**src/rtl/id_scoreboard_pkg.sv**
```systemverilog
// Shared constants and types for the ID-stage operand collector and its
// long-latency result scoreboard.
package id_scoreboard_pkg;

   localparam int REG_ADDR_W = 5;
   localparam int NUM_REGS   = 32;

   localparam logic [7:0]            EXE_NOP_OP   = 8'b0000_0000;
   localparam logic [2:0]            EXE_RES_NOP  = 3'b000;
   localparam logic [REG_ADDR_W-1:0] NOP_REG_ADDR = '0;

   typedef struct packed {
      logic [7:0]            aluop;
      logic [2:0]            alusel;
      logic [REG_ADDR_W-1:0] wd;
      logic                  wreg;
   } ctrl_t;

   localparam ctrl_t CTRL_NOP = '{aluop: EXE_NOP_OP, alusel: EXE_RES_NOP,
                                  wd: NOP_REG_ADDR, wreg: 1'b0};

endpackage

```
**src/rtl/id_scoreboard_fwd_mux.sv**
```systemverilog
// Operand source select: immediate, hard-wired r0, prioritised forwarding
// ports (port 0 = youngest) or register file read data.
module fwd_mux
   import id_scoreboard_pkg::*;
#(
   parameter int DATA_W  = 32,
   parameter int NUM_FWD = 2
) (
   input  logic                           read_i,
   input  logic [REG_ADDR_W-1:0]          addr_i,
   input  logic [DATA_W-1:0]              imm_i,
   input  logic [DATA_W-1:0]              rf_data_i,
   input  logic [NUM_FWD-1:0]             fwd_we_i,
   input  logic [REG_ADDR_W*NUM_FWD-1:0]  fwd_addr_i,
   input  logic [DATA_W*NUM_FWD-1:0]      fwd_data_i,
   output logic [DATA_W-1:0]              data_o
);

   logic              hit;
   logic [DATA_W-1:0] fwd_data;

   always_comb begin
      hit      = 1'b0;
      fwd_data = '0;
      // Walk from the oldest port down so the youngest match overrides.
      for (int k = NUM_FWD - 1; k >= 0; k--) begin
         if (fwd_we_i[k] && fwd_addr_i[REG_ADDR_W*k +: REG_ADDR_W] == addr_i) begin
            hit      = 1'b1;
            fwd_data = fwd_data_i[DATA_W*k +: DATA_W];
         end
      end

      if (!read_i) begin
         data_o = imm_i;
      end else if (addr_i == '0) begin
         data_o = '0;
      end else if (hit) begin
         data_o = fwd_data;
      end else begin
         data_o = rf_data_i;
      end
   end

endmodule

```
**src/rtl/id_scoreboard.sv**
```systemverilog
// Operand-collect and issue stage: countdown scoreboard for long-latency
// results, operand forwarding select and a valid/ready ID/EX output slot.
module id_scoreboard
   import id_scoreboard_pkg::*;
#(
   parameter int DATA_W  = 32,
   parameter int NUM_FWD = 2,
   parameter int LAT_W   = 3
) (
   input  logic                          clk,
   input  logic                          rst,
   input  logic                          flush_i,
   input  logic                          in_valid_i,
   output logic                          in_ready_o,
   input  logic                          rs_read_i,
   input  logic                          rt_read_i,
   input  logic [4:0]                    rs_addr_i,
   input  logic [4:0]                    rt_addr_i,
   input  logic [DATA_W-1:0]             imm_i,
   input  logic                          wreg_i,
   input  logic [4:0]                    wd_i,
   input  logic [LAT_W-1:0]              lat_i,
   input  logic [7:0]                    aluop_i,
   input  logic [2:0]                    alusel_i,
   input  logic [DATA_W-1:0]             rs_data_i,
   input  logic [DATA_W-1:0]             rt_data_i,
   input  logic [NUM_FWD-1:0]            fwd_we_i,
   input  logic [5*NUM_FWD-1:0]          fwd_addr_i,
   input  logic [DATA_W*NUM_FWD-1:0]     fwd_data_i,
   output logic                          out_valid_o,
   input  logic                          out_ready_i,
   output logic [DATA_W-1:0]             reg1_o,
   output logic [DATA_W-1:0]             reg2_o,
   output logic [7:0]                    aluop_o,
   output logic [2:0]                    alusel_o,
   output logic [4:0]                    wd_o,
   output logic                          wreg_o,
   output logic                          hazard_o
);

   logic [LAT_W-1:0]  cnt_q [NUM_REGS];
   logic [LAT_W-1:0]  cnt_d [NUM_REGS];
   logic              hazard;
   logic              adv;
   logic              in_ready;
   logic              accept;
   logic [DATA_W-1:0] reg1_mux, reg2_mux;
   logic [DATA_W-1:0] reg1_q, reg1_d, reg2_q, reg2_d;
   ctrl_t             ctrl_q, ctrl_d;
   logic              out_valid_q, out_valid_d;

   function automatic logic [LAT_W-1:0] sat_dec(input logic [LAT_W-1:0] v, input logic en);
      return (en && v != '0) ? v - LAT_W'(1) : v;
   endfunction

   function automatic logic [LAT_W-1:0] lat_max(input logic [LAT_W-1:0] a, input logic [LAT_W-1:0] b);
      return (a > b) ? a : b;
   endfunction

   assign adv = out_ready_i;

   always_comb begin
      hazard = (rs_read_i && cnt_q[rs_addr_i] != '0) ||
               (rt_read_i && cnt_q[rt_addr_i] != '0);
   end

   assign in_ready   = !flush_i && !hazard && (!out_valid_q || out_ready_i);
   assign accept     = in_valid_i && in_ready;
   assign in_ready_o = in_ready;
   assign hazard_o   = in_valid_i && hazard;

   fwd_mux #(.DATA_W(DATA_W), .NUM_FWD(NUM_FWD)) u_rs_mux (
      .read_i     (rs_read_i),
      .addr_i     (rs_addr_i),
      .imm_i      (imm_i),
      .rf_data_i  (rs_data_i),
      .fwd_we_i   (fwd_we_i),
      .fwd_addr_i (fwd_addr_i),
      .fwd_data_i (fwd_data_i),
      .data_o     (reg1_mux)
   );

   fwd_mux #(.DATA_W(DATA_W), .NUM_FWD(NUM_FWD)) u_rt_mux (
      .read_i     (rt_read_i),
      .addr_i     (rt_addr_i),
      .imm_i      (imm_i),
      .rf_data_i  (rt_data_i),
      .fwd_we_i   (fwd_we_i),
      .fwd_addr_i (fwd_addr_i),
      .fwd_data_i (fwd_data_i),
      .data_o     (reg2_mux)
   );

   // A new issue never shortens a pending count, which keeps WAW ordering safe.
   always_comb begin
      for (int r = 0; r < NUM_REGS; r++) begin
         cnt_d[r] = sat_dec(cnt_q[r], adv);
         if (accept && wreg_i && wd_i == REG_ADDR_W'(r)) begin
            cnt_d[r] = lat_max(cnt_d[r], lat_i);
         end
      end
      cnt_d[0] = '0;
   end

   always_comb begin
      out_valid_d = out_valid_q;
      reg1_d      = reg1_q;
      reg2_d      = reg2_q;
      ctrl_d      = ctrl_q;
      if (flush_i) begin
         out_valid_d = 1'b0;
         ctrl_d.wreg = 1'b0;
      end else if (accept) begin
         out_valid_d = 1'b1;
         reg1_d      = reg1_mux;
         reg2_d      = reg2_mux;
         ctrl_d      = '{aluop: aluop_i, alusel: alusel_i, wd: wd_i, wreg: wreg_i};
      end else if (out_ready_i) begin
         out_valid_d = 1'b0;
      end
   end

   // ---- ID/EX boundary ----
   always_ff @(posedge clk or posedge rst) begin
      if (rst) begin
         for (int r = 0; r < NUM_REGS; r++) begin
            cnt_q[r] <= '0;
         end
         out_valid_q <= 1'b0;
         reg1_q      <= '0;
         reg2_q      <= '0;
         ctrl_q      <= CTRL_NOP;
      end else begin
         for (int r = 0; r < NUM_REGS; r++) begin
            cnt_q[r] <= cnt_d[r];
         end
         out_valid_q <= out_valid_d;
         reg1_q      <= reg1_d;
         reg2_q      <= reg2_d;
         ctrl_q      <= ctrl_d;
      end
   end

   assign out_valid_o = out_valid_q;
   assign reg1_o      = reg1_q;
   assign reg2_o      = reg2_q;
   assign aluop_o     = ctrl_q.aluop;
   assign alusel_o    = ctrl_q.alusel;
   assign wd_o        = ctrl_q.wd;
   assign wreg_o      = ctrl_q.wreg;

endmodule

```
**config.mk**
```make
export PLATFORM = sky130hd
export DESIGN_NAME = id_scoreboard
export DESIGN_NICKNAME = d
export VERILOG_FILES = /design/src/rtl/id_scoreboard_pkg.sv /design/src/rtl/id_scoreboard_fwd_mux.sv /design/src/rtl/id_scoreboard.sv
export SDC_FILE = /design/constraint.sdc
export NUM_CORES = 1
export LEC_CHECK = 0
export CORE_MARGIN = 2
export CORE_UTILIZATION = 60
export CTS_CLUSTER_SIZE = 14
export DETAILED_ROUTE_END_ITERATION = 10
export DONT_BUFFER_PORTS = 1
export GPL_ROUTABILITY_DRIVEN = 0
export PLACE_DENSITY = 0.76
export RECOVER_POWER = 50
export SETUP_SLACK_MARGIN = 0.3
export SYNTH_ARGS = -nofsm -noshare
export SYNTH_HDL_FRONTEND = slang
export SYNTH_SLANG_ARGS = --single-unit
```
**constraint.sdc**
```tcl
create_clock -name clk -period 6.8 [get_ports clk]
set_clock_uncertainty 0.2 [all_clocks]
set_input_delay 0.68 -clock clk [delete_from_list [all_inputs] [get_ports clk]]
set_output_delay 0.68 -clock clk [all_outputs]
set_load 0.005 [all_outputs]
```
# --- After elaboration in Yosys (flattened, before gate mapping) ---
# Index checks and enable logic that the tools add are counted.
classes:
  bitwise_logic: 3
  add_sub_neg: 31
  order_cmp: 33
  reduce_logical: 116
  muxes: 118
  n_eq_ne: 35
ops:
  columns: ["cell", "n"]
  rows:
  - ["$mux W32", 10]
  - ["$mux W3", 97]
  - ["$reduce_bool A3 Y1", 34]
  - ["$gt A3 B3 Y1", 31]
  - ["$sub A3 B1 Y3 const B", 31]
  - ["$eq A5 B5 Y1 const B", 16]
  - ["$logic_and A1 B1 Y1", 73]
  - ["$eq A5 B4 Y1 const B", 8]
  - ["$bmux W3 S5", 2]
  - ["$eq A5 B3 Y1 const B", 4]
  - ["$eq A5 B5 Y1", 4]
  - ["$ge A6 B6 Y1 const B", 2]
  - ["$not A5 Y6", 2]
  - ["$eq A5 B2 Y1 const B", 2]
  - ["$logic_not A5 Y1", 2]
  - ["$mux W1", 9]
  - ["$eq A5 B1 Y1 const B", 1]
  - ["$logic_not A1 Y1", 3]
  - ["$logic_or A1 B1 Y1", 2]
  - ["$reduce_and A2 Y1", 1]
  - ["$reduce_bool A2 Y1", 1]
  - ["$not A1 Y1", 1]
word_totals:
  elab_cells: 374
  inputBits: 209
  regBits: 175
  output_inout_bits: 84

# --- Logic depth before layout (Yosys ltp) ---
# Gate-level depths: netlist (run 1).
depth:
  word_depth: 14
  mapped_depth: 13
  ltp_nobuf: 13

# --- Hierarchy ---
# A second synthesis (run 1) with hierarchy kept.
hier_totals:
  cells_unflattened: 1586
  area_unflattened_um2: 15509.9
modules_own_cells:
  columns: ["mod", "area_each_um2", "n_inst", "seq_area_each_um2", "cells_each"]
  rows:
  - ["id_scoreboard", 12499.5, 1, 4379.2, 1178]
  - ["fwd_mux", 1505.2, 2, 0.0, 204]

# --- Least setup slack after synthesis (run 1) ---
# OpenSTA, ideal clock, no wires.
synth_path:
  kind: "input port to output port"
  from: "input port rt_addr_i[0]"
  to: "output port in_ready_o"
  arrival_ns: 2.618
  path_slack_ns: 3.302
  required_ns: 5.920
  n_path_buf: 2
  path_stages: 8
  path_cell_list: "buf_2 -> mux4_2 -> or3_1 -> a211oi_1 -> nor4_1 -> a211oi_4 -> buf_2 -> and2_1"
synth_via:
  elab_chain_len: 10
synth_lines:
  columns: ["element", "line_no", "source"]
  rows:
  - ["start, declared", "id_scoreboard.sv:18", "input logic [4:0] rt_addr_i,"]
  - ["$not A5 Y6 (not written as such)", "id_scoreboard.sv:64", "(rt_read_i && cnt_q[rt_addr_i] != '0);"]
  - ["$bmux W3 S5", "id_scoreboard.sv:64", null]
  - ["$mux W3 (not written as such) (2 in a row)", "id_scoreboard.sv:64", null]
  - ["$reduce_bool A3 Y1", "id_scoreboard.sv:64", null]
  - ["$logic_and A1 B1 Y1", "id_scoreboard.sv:64", null]
  - ["$logic_or A1 B1 Y1", "id_scoreboard.sv:63", "hazard = (rs_read_i && cnt_q[rs_addr_i] != '0) ||"]
  - ["$logic_not A1 Y1", "id_scoreboard.sv:67", "assign in_ready = !flush_i && !hazard && (!out_valid_q || out_ready_i);"]
  - ["$logic_and A1 B1 Y1 (2 in a row)", "id_scoreboard.sv:67", null]
  - ["end, declared", "id_scoreboard.sv:14", "output logic in_ready_o,"]
# No other way between the ends. The select of a mux whose other input is x is not followed.

# --- Worst setup path in the final report (run 1) ---
layout_path:
  from: "register cnt_q[16] (netlist name)"
  to: "output port in_ready_o"
layout_via:
  elab_chain_len: 9
  elab_cells_between_ends: 14
  classes_between: "mux (6); reduce/logical (8)"
layout_lines:
  columns: ["element", "line_no", "source"]
  rows:
  - ["start, declared", "id_scoreboard.sv:41", "logic [LAT_W-1:0] cnt_q [NUM_REGS];"]
  - ["start signal, assigned by index", "id_scoreboard.sv:135", "cnt_q[r] <= cnt_d[r];"]
  - ["$bmux W3 S5, on equally long branches", "id_scoreboard.sv:63, id_scoreboard.sv:64", null]
  - ["$mux W3, on equally long branches (2 in a row)", "id_scoreboard.sv:63, id_scoreboard.sv:64", null]
  - ["$reduce_bool A3 Y1, on equally long branches", "id_scoreboard.sv:63, id_scoreboard.sv:64", null]
  - ["$logic_and A1 B1 Y1, on equally long branches", "id_scoreboard.sv:63, id_scoreboard.sv:64", null]
  - ["$logic_or A1 B1 Y1 *", "id_scoreboard.sv:63", null]
  - ["$logic_not A1 Y1 *", "id_scoreboard.sv:67", null]
  - ["$logic_and A1 B1 Y1 * (2 in a row)", "id_scoreboard.sv:67", null]
# Mark *: on every way between the ends. The rest lies on a longest branch, timed or not. The select of a mux whose other input is x is not followed.

==> out/qor.txt, run 1 <==
Crit-path max FO -> 34
Failing checks -> capacitance limit, slew limit
Final Max Tran Viols -> 97
Final period util -> 0.5922
Initial antenna violation count -> 5
PwrDens -> 393.1 nW/um^2
DR vias -> 11.94k
Max-Cap Viols -> 1
Setup Fix Bufs, Post-CTS -> 0
Routed wire length -> 43,310 um
# H-tree levels -> 4
Reg2reg start -> cnt_q[16]
Post-DRT Antenna Nets -> 0
Hold buffer count at cts -> 0
DP Cell Count -> 1,801
Syn Inst Count -> 1,550
Worst Setup Start Kind -> flop
Port buffer count -> 0
Crit path to -> in_ready_o
RSZ-0062 raised after global routing -> false
Tmin final -> 4.027 ns
Synthesis Warnings -> 0
CP Class -> reg -> out
Area grow syn2layout -> 5.242%
FF+latch count, synth -> 175
Global-route wire length before repair -> 66,200 um
Post-synth EDFFs -> 0
Gr ovfl total -> 0
CTS Buf Count -> 17
Worst skew pair latency -> 0.44 ns
Non-Filler Instances -> 1,835
Synth unique cells -> 50
Worst setup EP type -> output port
Main synth FF type -> dfrtp_1
Ports -> 293
Aggregate global-route resource usage -> 0.3493
Pre-Repair DR Iteration Count -> 8
Half-perimeter wire length after placement -> 30,810 um
CP required -> 5.92 ns
Syn Area/Cell -> 9.210 sq um
Reg-to-reg endpoint -> reg1_o[7]
Layout cells sized above 1 -> 0.07667
WL/cell -> 23.60 um
Clock tree buffer depth -> 2
Worst vdd ir -> 0.0002061 V
Pin count of the biggest net entering global routing -> 97
Reg2reg setup slack -> 3.15 ns
Die width -> 158.2 um
Least-Margin Pin Slew -> 4.397 ns
Leakage -> 0.007191 uW
Core area -> 23,400 sq um
Initial Util -> 0.6100
Post-CTS sizing -> 0
DIE AREA -> 25,040 sq um
Mapped Nets -> 1,914
Drt drc -> 0
Hold crit path type -> in -> reg
Setup TNS -> 0 ns
# rows -> 56
Syn Std Cell Area -> 14,270 sq um
Async set-or-reset flop fraction in the synthesized netlist -> 1.000
Hold WS -> 0.1566 ns
Vias in the first global route -> 11.72k
Reg2Reg Depth -> 8
Via density per instance -> 6.506
Post-synthesis sequential area ratio -> 0.3068
1st-iter DRT viols -> 1,097
Worst slew margin -> -1.948
Status -> complete, but fails checks
Sinks on Clock Net -> 175
Die Height -> 158.2 um
Arr. time, crit path -> 3.15 ns
CP startpoint -> cnt_q[16]
Fmax -> 248.3 MHz
CTS tree -> yes
Tot Pwr -> 5905 uW
Setup Viol. Count Final -> 0
CTS Root Buffer Type -> clkbuf_16
Nets@finish -> 1,865
Clk slew on worst S/H paths -> 0.08 ns
Final Hold Viols -> 0
[power by group]
part           switching (uW)  internal [uW]
logic                    1500           1350
registers                 510           1570
clock network             487            489
[cell usage after synthesis, drive strengths merged, types with 43 or more instances]
cell type	number	area, sq um
a211o	65	569.3
nor2	117	439.2
inv	176	660.6
clkbuf	51	191.4
nor3	43	215.2
ha	155	1939
mux2i	99	991.0
nand2	61	229.0
a21o	50	375.4
mux2	143	1610
dfrtp	175	4379
o21ai	131	655.6
[cells in the final DEF, fill, tap and decap left out, drive strengths merged, types with 3 or more instances in the layout]
| master | n |
|---|---|
| ha | 155 |
| a311oi | 4 |
| nand2 | 61 |
| clkbuf | 17 |
| nor3 | 43 |
| nand4 | 31 |
| mux2i | 99 |
| o21ai | 131 |
| xor2 | 28 |
| nand3b | 3 |
| a21oi | 35 |
| or3 | 6 |
| a21o | 50 |
| and3 | 4 |
| mux2 | 143 |
| inv | 184 |
| and2 | 3 |
| nor4 | 19 |
| a211o | 65 |
| clkinv | 4 |
| nand3 | 4 |
| nor2b | 5 |
| nor4b | 5 |
| nand2b | 5 |
| dfrtp | 175 |
| nor3b | 5 |
| diode | 3 |
| buf | 10 |
| a211oi | 6 |
| nor2 | 117 |
| mux4 | 4 |
| a31oi | 32 |
| xnor2 | 35 |
| a32oi | 3 |
[cells by family (layout without fill, tap and decap cells)]
group / Yosys count / count (layout) / share of synthesized area
adders and majority gates: 155 / 155 / 0.1359
DFF: 175 / 175 / 0.3068
and+or+nand+nor: 314 / 314 / 0.1047
xor gates and xnor gates: 63 / 63 / 0.03865
muxes: 246 / 246 / 0.1885
AOI/OAI and AO/OA: 343 / 343 / 0.1565
buffers and inverters: 254 / 217 / 0.06898
other: 0 / 3 / 0
[sequential cells by signal, summed over array words and instances (netlist names)]
register	count
alusel_o	3
reg2_o	32
wd_o	5
cnt_q	93
aluop_o	8
wreg_o	1
out_valid_o	1
reg1_o	32
[worst min-delay path by stage]
stage / endpoint / startpoint / slack [ns] / cells after the start
after global routing: out_valid_o / flush_i / 0.15 / 1
after CTS: aluop_o[2] / rst / 0.11 / 1
after global placement: reg1_o[1] / reg1_o[1] / 0.30 / 1
after floorplan: aluop_o[0] / aluop_o[0] / 0.29 / 1
after detailed placement: wd_o[3] / wd_o[3] / 0.31 / 1
final: out_valid_o / flush_i / 0.16 / 1
[per-stage QoR]
stage / area, sq um / setup slack, ns / util
finish: 15020 / 2.773 / 0.6419
detailed placement: 14460 / 3.019 / 0.6177
global route: 15020 / 1.966 / 0.6419
global placement: 14460 / 3.072 / 0.6177
CTS: 15020 / 2.771 / 0.6418
floorplan: 14270 / 1.175 / -
[worst max-delay path, stage by stage (launching register included)]
cell and delay [ns]:
dfrtp_1 0.39, or3_1 0.43, mux4_2 0.48, nor3b_1 0.23
nor4_1 0.12, a211oi_4 0.34, buf_4 0.47, and2_1 0.22
[area by class of cell]
type                            instances  area, sq um
Antenna cell                            3        7.507
Clock buffer                           17        425.4
Clock inverter                         14        138.9
Fill cell                            1950         8379
Inverter                              176        661.9
Multi-Input combinational cell       1121         8936
Sequential cell                       175         4379
Tap cell                              319        399.1
Timing Repair Buffer                   10        75.07
[routing by layer]
| metal | up-vias | GRT usage | routed length (um) |
|---|---|---|---|
| li1 | 5411 | - | - |
| met1 | 5777 | 0.4021 | 15870 |
| met2 | 600 | 0.5714 | 20270 |
| met3 | 149 | 0.1237 | 4641 |
| met4 | 2 | 0.1853 | 2506 |
| met5 | - | 0 | 15 |
Power figures use the tool's default switching activity.
==> inputs of run 2 (changes only) <==
--- a/config.mk
+++ b/config.mk
@@ -6,12 +6,12 @@
 export NUM_CORES = 1
 export LEC_CHECK = 0
 export CORE_MARGIN = 2
-export CORE_UTILIZATION = 60
+export CORE_UTILIZATION = 59
 export CTS_CLUSTER_SIZE = 14
 export DETAILED_ROUTE_END_ITERATION = 10
 export DONT_BUFFER_PORTS = 1
 export GPL_ROUTABILITY_DRIVEN = 0
-export PLACE_DENSITY = 0.76
+export PLACE_DENSITY = 0.78
 export RECOVER_POWER = 50
 export SETUP_SLACK_MARGIN = 0.3
 export SYNTH_ARGS = -nofsm -noshare
==> constraint.sdc (replaced) <==
create_clock -name clk -period 3.65 [get_ports clk]
set_clock_uncertainty 0.2 [all_clocks]
set_input_delay 0.365 -clock clk [delete_from_list [all_inputs] [get_ports clk]]
set_output_delay 0.365 -clock clk [all_outputs]
set_load 0.005 [all_outputs]
==> out/qor.txt, run 2 (synthesized netlist as in run 1, its figures left out) <==
Post-DRT Antenna Nets -> 0
Leakage -> 0.007457 uW
Hold crit path type -> in -> reg
CTS tree -> yes
Slowest Stage Delay on Critical Path -> 0.52 ns
CP Class -> reg -> reg
Vias in the first global route -> 12.33k
Worst vdd ir -> 0.0003628 V
Clk slew on worst S/H paths -> 0.08 ns
Commonest cells after routing, fill and taps aside -> inv_1 (175), dfrtp_1 (175), ha_1 (155)
Worst setup EP type -> flop
Worst slew margin -> -0.1074
Hold WS -> -0.002150 ns
Arr. time, crit path -> 3.36 ns
PwrDens -> 715.1 nW/um^2
Nets@finish -> 1,912
Crit path cell chain -> or3_1, mux4_2, nor3_2, a311oi_1, a211oi_4, buf_4, buf_4, nand4_1, mux2_2
Final period util -> 0.8862
Die width -> 159.5 um
# rows -> 56
Biggest register -> cnt_q
Setup TNS -> 0 ns
CP required -> 3.78 ns
Global-route wire length before repair -> 68,100 um
Worst Setup Start Kind -> flop
Status -> complete, but fails checks
Drt drc -> 0
Core area -> 23,610 sq um
Routed wire length -> 44,460 um
Aggregate global-route resource usage -> 0.3402
Final core utilization -> 0.6587
Worst skew pair latency -> 0.45 ns
Max-Cap Viols -> 1
Pre-Repair DR Iteration Count -> 6
Sinks on Clock Net -> 175
Half-perimeter wire length after placement -> 31,050 um
DIE AREA -> 25,450 sq um
Final Max Tran Viols -> 31
Max FFs per register -> 93
Via density per instance -> 6.503
Layout cells sized above 1 -> 0.09161
DP Cell Count -> 1,814
# H-tree levels -> 4
DR vias -> 12.25k
Critical-path top delay cell -> mux4_2
Initial antenna violation count -> 4
CP dominant cell by count -> buf_4
CTS Root Buffer Type -> clkbuf_16
Final Hold Viols -> 1
Crit-path max FO -> 12
Failing checks -> hold timing, capacitance limit, slew limit
Least-Margin Pin Slew -> 1.652 ns
CTS Buf Count -> 17
RSZ-0062 raised after global routing -> false
Tmin final -> 3.235 ns
Setup Viol. Count Final -> 0
Die Height -> 159.5 um
WL/cell -> 23.60 um
1st-iter DRT viols -> 1,242
Clock tree buffer depth -> 2
Pin count of the biggest net entering global routing -> 65
Fmax -> 309.2 MHz
Gr ovfl total -> 0
Fillers -> 1,881
Non-Filler Instances -> 1,884
Initial Util -> 0.6045
Ports -> 293
Port buffer count -> 0
Area grow syn2layout -> 8.958%
==> run 2: changes by cell type in the layout (fill, tap and decap cells not counted), moves of 2 or more <==
cell / before / now
buf_12: 0 / 4
buf_4: 10 / 25
buf_6: 0 / 2
clkinv_1: 2 / 0
clkinv_8: 0 / 2
dlygate4sd3_1: 0 / 22
inv_1: 173 / 175
inv_8: 7 / 4
nor3_1: 43 / 41
nor3_2: 0 / 2
==> run 2: metrics by stage <==
stage / hold WS (ns) / worst slack, ns / cell area [sq um] / power (uW)
after CTS: 0.001682 / 0.3408 / 15440 / 11030
final: -0.002150 / 0.4155 / 15550 / 11120
after detailed placement: 0.2104 / 0.3660 / 14590 / 9095
after global placement: 0.2076 / 0.4164 / 14590 / 8692
after floorplan: 0.2723 / 0.6655 / 14280 / 7802
after global routing: 0.01244 / 0.3141 / 15550 / 12070
==> run 2: repair_timing <==
action                     in CTS  in global routing
resized for setup               0                  6
setup buffers                   2                  7
pin swaps                       1                  4
setup endpoints to repair       2                 33
hold endpoints to repair      123                  0
hold buffers                   24                  0
gates cloned                    0                  1
==> run 2: path summary, 6_finish.rpt <==
kind | from | end | slack [ns] | depth (start not counted)
worst max register to register | cnt_q[13] | cnt_q[7] | 0.42 | 9
worst min register to register | reg1_o[27] | reg1_o[27] | 0.33 | 1
worst min-delay path | rt_read_i | reg2_o[7] | -0.002 | 2
min in group asynchronous | rst | reg2_o[21] | 0.59 | 2
max in group asynchronous | rst | reg2_o[11] | 0.80 | 3
worst max-delay path | cnt_q[13] | cnt_q[7] | 0.42 | 9
==> run 2: cell type report <==
class                           instances  area (sq um)  share of cell area
Multi-Input combinational cell       1121          8950              0.5754
Timing Repair Buffer                   57         571.8             0.03676
Sequential cell                       175          4379              0.2816
Inverter                              176         661.9             0.04255
Clock inverter                         14         142.6            0.009171
Clock buffer                           18         439.2             0.02824
Antenna cell                            4         10.01           0.0006436
Tap cell                              319         399.1             0.02566
==> run 2: report_power, final <==
group,internal (uW),switching (uW)
clock network,930,910
logic,2590,2880
registers,2920,884
total,6450,4680
==> run 2: worst max-delay path: cells and delay by family, from the launching register on <==
family	cells	cell delay (ns)
AOI/OAI and AO/OA	2	0.47
buffers and inverters	2	0.42
DFF	1	0.40
muxes	2	0.86
and+or+nand+nor	3	0.75
==> run 2: metal layers <==
layer / share of wire / wire (um) / vias up / track usage
met5: 0 / 0 / - / 0
met4: 0.062 / 2737 / 0 / 0.2008
met3: 0.095 / 4231 / 152 / 0.1068
met2: 0.48 / 21400 / 592 / 0.5702
met1: 0.36 / 16090 / 5988 / 0.3808
li1: - / - / 5520 / -
==> inputs of run 3 (changes only) <==
--- a/config.mk
+++ b/config.mk
@@ -6,12 +6,12 @@
 export NUM_CORES = 1
 export LEC_CHECK = 0
 export CORE_MARGIN = 2
-export CORE_UTILIZATION = 59
+export CORE_UTILIZATION = 60
 export CTS_CLUSTER_SIZE = 14
 export DETAILED_ROUTE_END_ITERATION = 10
 export DONT_BUFFER_PORTS = 1
 export GPL_ROUTABILITY_DRIVEN = 0
-export PLACE_DENSITY = 0.78
+export PLACE_DENSITY = 0.76
 export RECOVER_POWER = 50
 export SETUP_SLACK_MARGIN = 0.3
 export SYNTH_ARGS = -nofsm -noshare
==> constraint.sdc (replaced) <==
create_clock -name clk -period 3.45 [get_ports clk]
set_clock_uncertainty 0.2 [all_clocks]
set_input_delay 0.345 -clock clk [delete_from_list [all_inputs] [get_ports clk]]
set_output_delay 0.345 -clock clk [all_outputs]
set_load 0.005 [all_outputs]
==> out/qor.txt, run 3 (synthesized netlist as in run 1, its figures left out) <==
DP Cell Count -> 1,817
Worst slew margin -> -0.009716
Setup ws final -> 0.2520 ns
Core area -> 23,400 sq um
Crit path cell chain -> nor3_1, nor3_1, nor4_1, a311oi_2, a211oi_4, buf_4, nand4_1, mux2_1
Final Hold Viols -> 0
CP startpoint -> cnt_q[91]
Nets@finish -> 1,920
Max-Cap Viols -> 1
Global-route wire length before repair -> 68,900 um
Internal -> 6902 uW
Status -> complete, but fails checks
Gate power share -> 0.491
1st-iter DRT viols -> 1,033
Arr. time, crit path -> 3.32 ns
Worst Setup Start Kind -> flop
Final period util -> 0.9270
Cell area after layout -> 15,720 sq um
Initial antenna violation count -> 6
Die Height -> 158.2 um
DR vias -> 12.21k
# rows -> 56
CTS Buf Count -> 17
Place WS -> 0.1857 ns
Commonest cells after routing, fill and taps aside -> inv_1 (175), dfrtp_1 (175), ha_1 (155)
CP Class -> reg -> reg
Area grow syn2layout -> 10.09%
Clock network power share -> 0.167
Leakage -> 0.007510 uW
Sinks on Clock Net -> 175
Failing checks -> capacitance limit, slew limit
Port buffer count -> 0
Critical-path top delay cell -> nor3_1
Worst setup EP type -> flop
Slowest Stage Delay on Critical Path -> 0.46 ns
Aggregate global-route resource usage -> 0.3641
Least-Margin Pin Slew -> 1.515 ns
DIE AREA -> 25,040 sq um
Half-perimeter wire length after placement -> 31,020 um
CP dominant cell by count -> nor3_1
Drt drc -> 0
Via density per instance -> 6.450
Crit-path max FO -> 14
WL/cell -> 23.84 um
Placed Instance Area -> 14,620 sq um
Reg2reg setup slack -> 0.25 ns
CTS Root Buffer Type -> clkbuf_16
Non-Filler Instances -> 1,893
Initial Util -> 0.6100
Clk slew on worst S/H paths -> 0.07 ns
Gr ovfl total -> 0
Crit path to -> cnt_q[92]
Ports -> 293
Max FFs per register -> 93
Die width -> 158.2 um
# H-tree levels -> 4
Hold crit path type -> in -> reg
Worst vdd ir -> 0.0004389 V
Post-DRT Antenna Nets -> 0
Sw Share -> 0.4201
RSZ-0062 raised after global routing -> true
CTS tree -> yes
Vias in the first global route -> 12.23k
CP required -> 3.57 ns
Pin count of the biggest net entering global routing -> 66
Layout cells sized above 1 -> 0.09943
Reg power frac -> 0.342
Setup Viol. Count Final -> 0
Reg2reg start -> cnt_q[91]
Routed wire length -> 45,140 um
Worst skew pair latency -> 0.44 ns
Fmax -> 312.7 MHz
Clock tree buffer depth -> 2
Reg2Reg Depth -> 8
Final Max Tran Viols -> 65
P_sw -> 5001 uW
PwrDens -> 757.4 nW/um^2
Pre-Repair DR Iteration Count -> 5
Reg-to-reg endpoint -> cnt_q[92]
Tmin final -> 3.198 ns
Biggest register -> cnt_q
run 3: worst min-delay path by stage:
stage          cells after the start       from          end  slack, ns
6_report                           2  rt_read_i    reg2_o[6]      0.002
5_1_grt                            2  rs_read_i   reg1_o[15]       0.01
4_1_cts                            3  imm_i[18]   reg2_o[18]      0.002
3_5_place_dp                       1        rst   reg2_o[19]       0.15
3_3_place_gp                       1        rst   reg2_o[19]       0.14
2_1_floorplan                      1    flush_i  out_valid_o       0.25
run 3: repair_timing:
item	4_1_cts	5_1_grt
buffers inserted	3	5
hold buffers	31	0
endpoints found under the setup margin	94	149
pin swaps	2	1
hold endpoints to repair	135	0
resized for setup	9	32
run 3: power groups by stage:
stage	clock [uW]	combinational, uW	sequential [uW]
2_1_floorplan	0	4520	3730
3_3_place_gp	0	5220	3990
5_1_grt	2100	6690	4200
6_report	1990	5840	4080
3_5_place_dp	0	5590	4040
4_1_cts	2000	5760	4010
run 3: metrics by stage:
stage / hold WS (ns) / total power, uW / utilization / TNS [ns]
floorplan: 0.2523 / 8254 / - / 0
global placement: 0.1365 / 9212 / 0.6248 / 0
detailed placement: 0.1454 / 9631 / 0.6248 / 0
CTS: 0.001898 / 11770 / 0.6672 / 0
global route: 0.01492 / 12990 / 0.6713 / -5.905
finish: 0.001835 / 11900 / 0.6715 / 0
run 3: routing by layer:
layer | vias to the layer above | part of all wire | global-route usage
li1 | 5518 | - | -
met1 | 5873 | 0.36 | 0.3990
met2 | 602 | 0.46 | 0.5776
met3 | 211 | 0.11 | 0.1525
met4 | 6 | 0.069 | 0.2402
met5 | - | 0.0015 | 0.01449
run 3: critical path: cells and delay by family, from the launching register on:
family                 cells  cell delay [ns]
AOI/OAI and AO/OA          2             0.57
buffers and inverters      1             0.30
DFF                        1             0.39
muxes                      1             0.42
and+or+nand+nor            4             1.20
run 3: layout make-up:
type	instances	area, sq um
Clock inverter	14	163.9
Tap cell	319	399.1
Antenna cell	5	12.51
Inverter	176	661.9
Multi-Input combinational cell	1121	9044
Sequential cell	175	4379
Fill cell	1841	7687
Timing Repair Buffer	65	625.6
Clock buffer	18	429.2
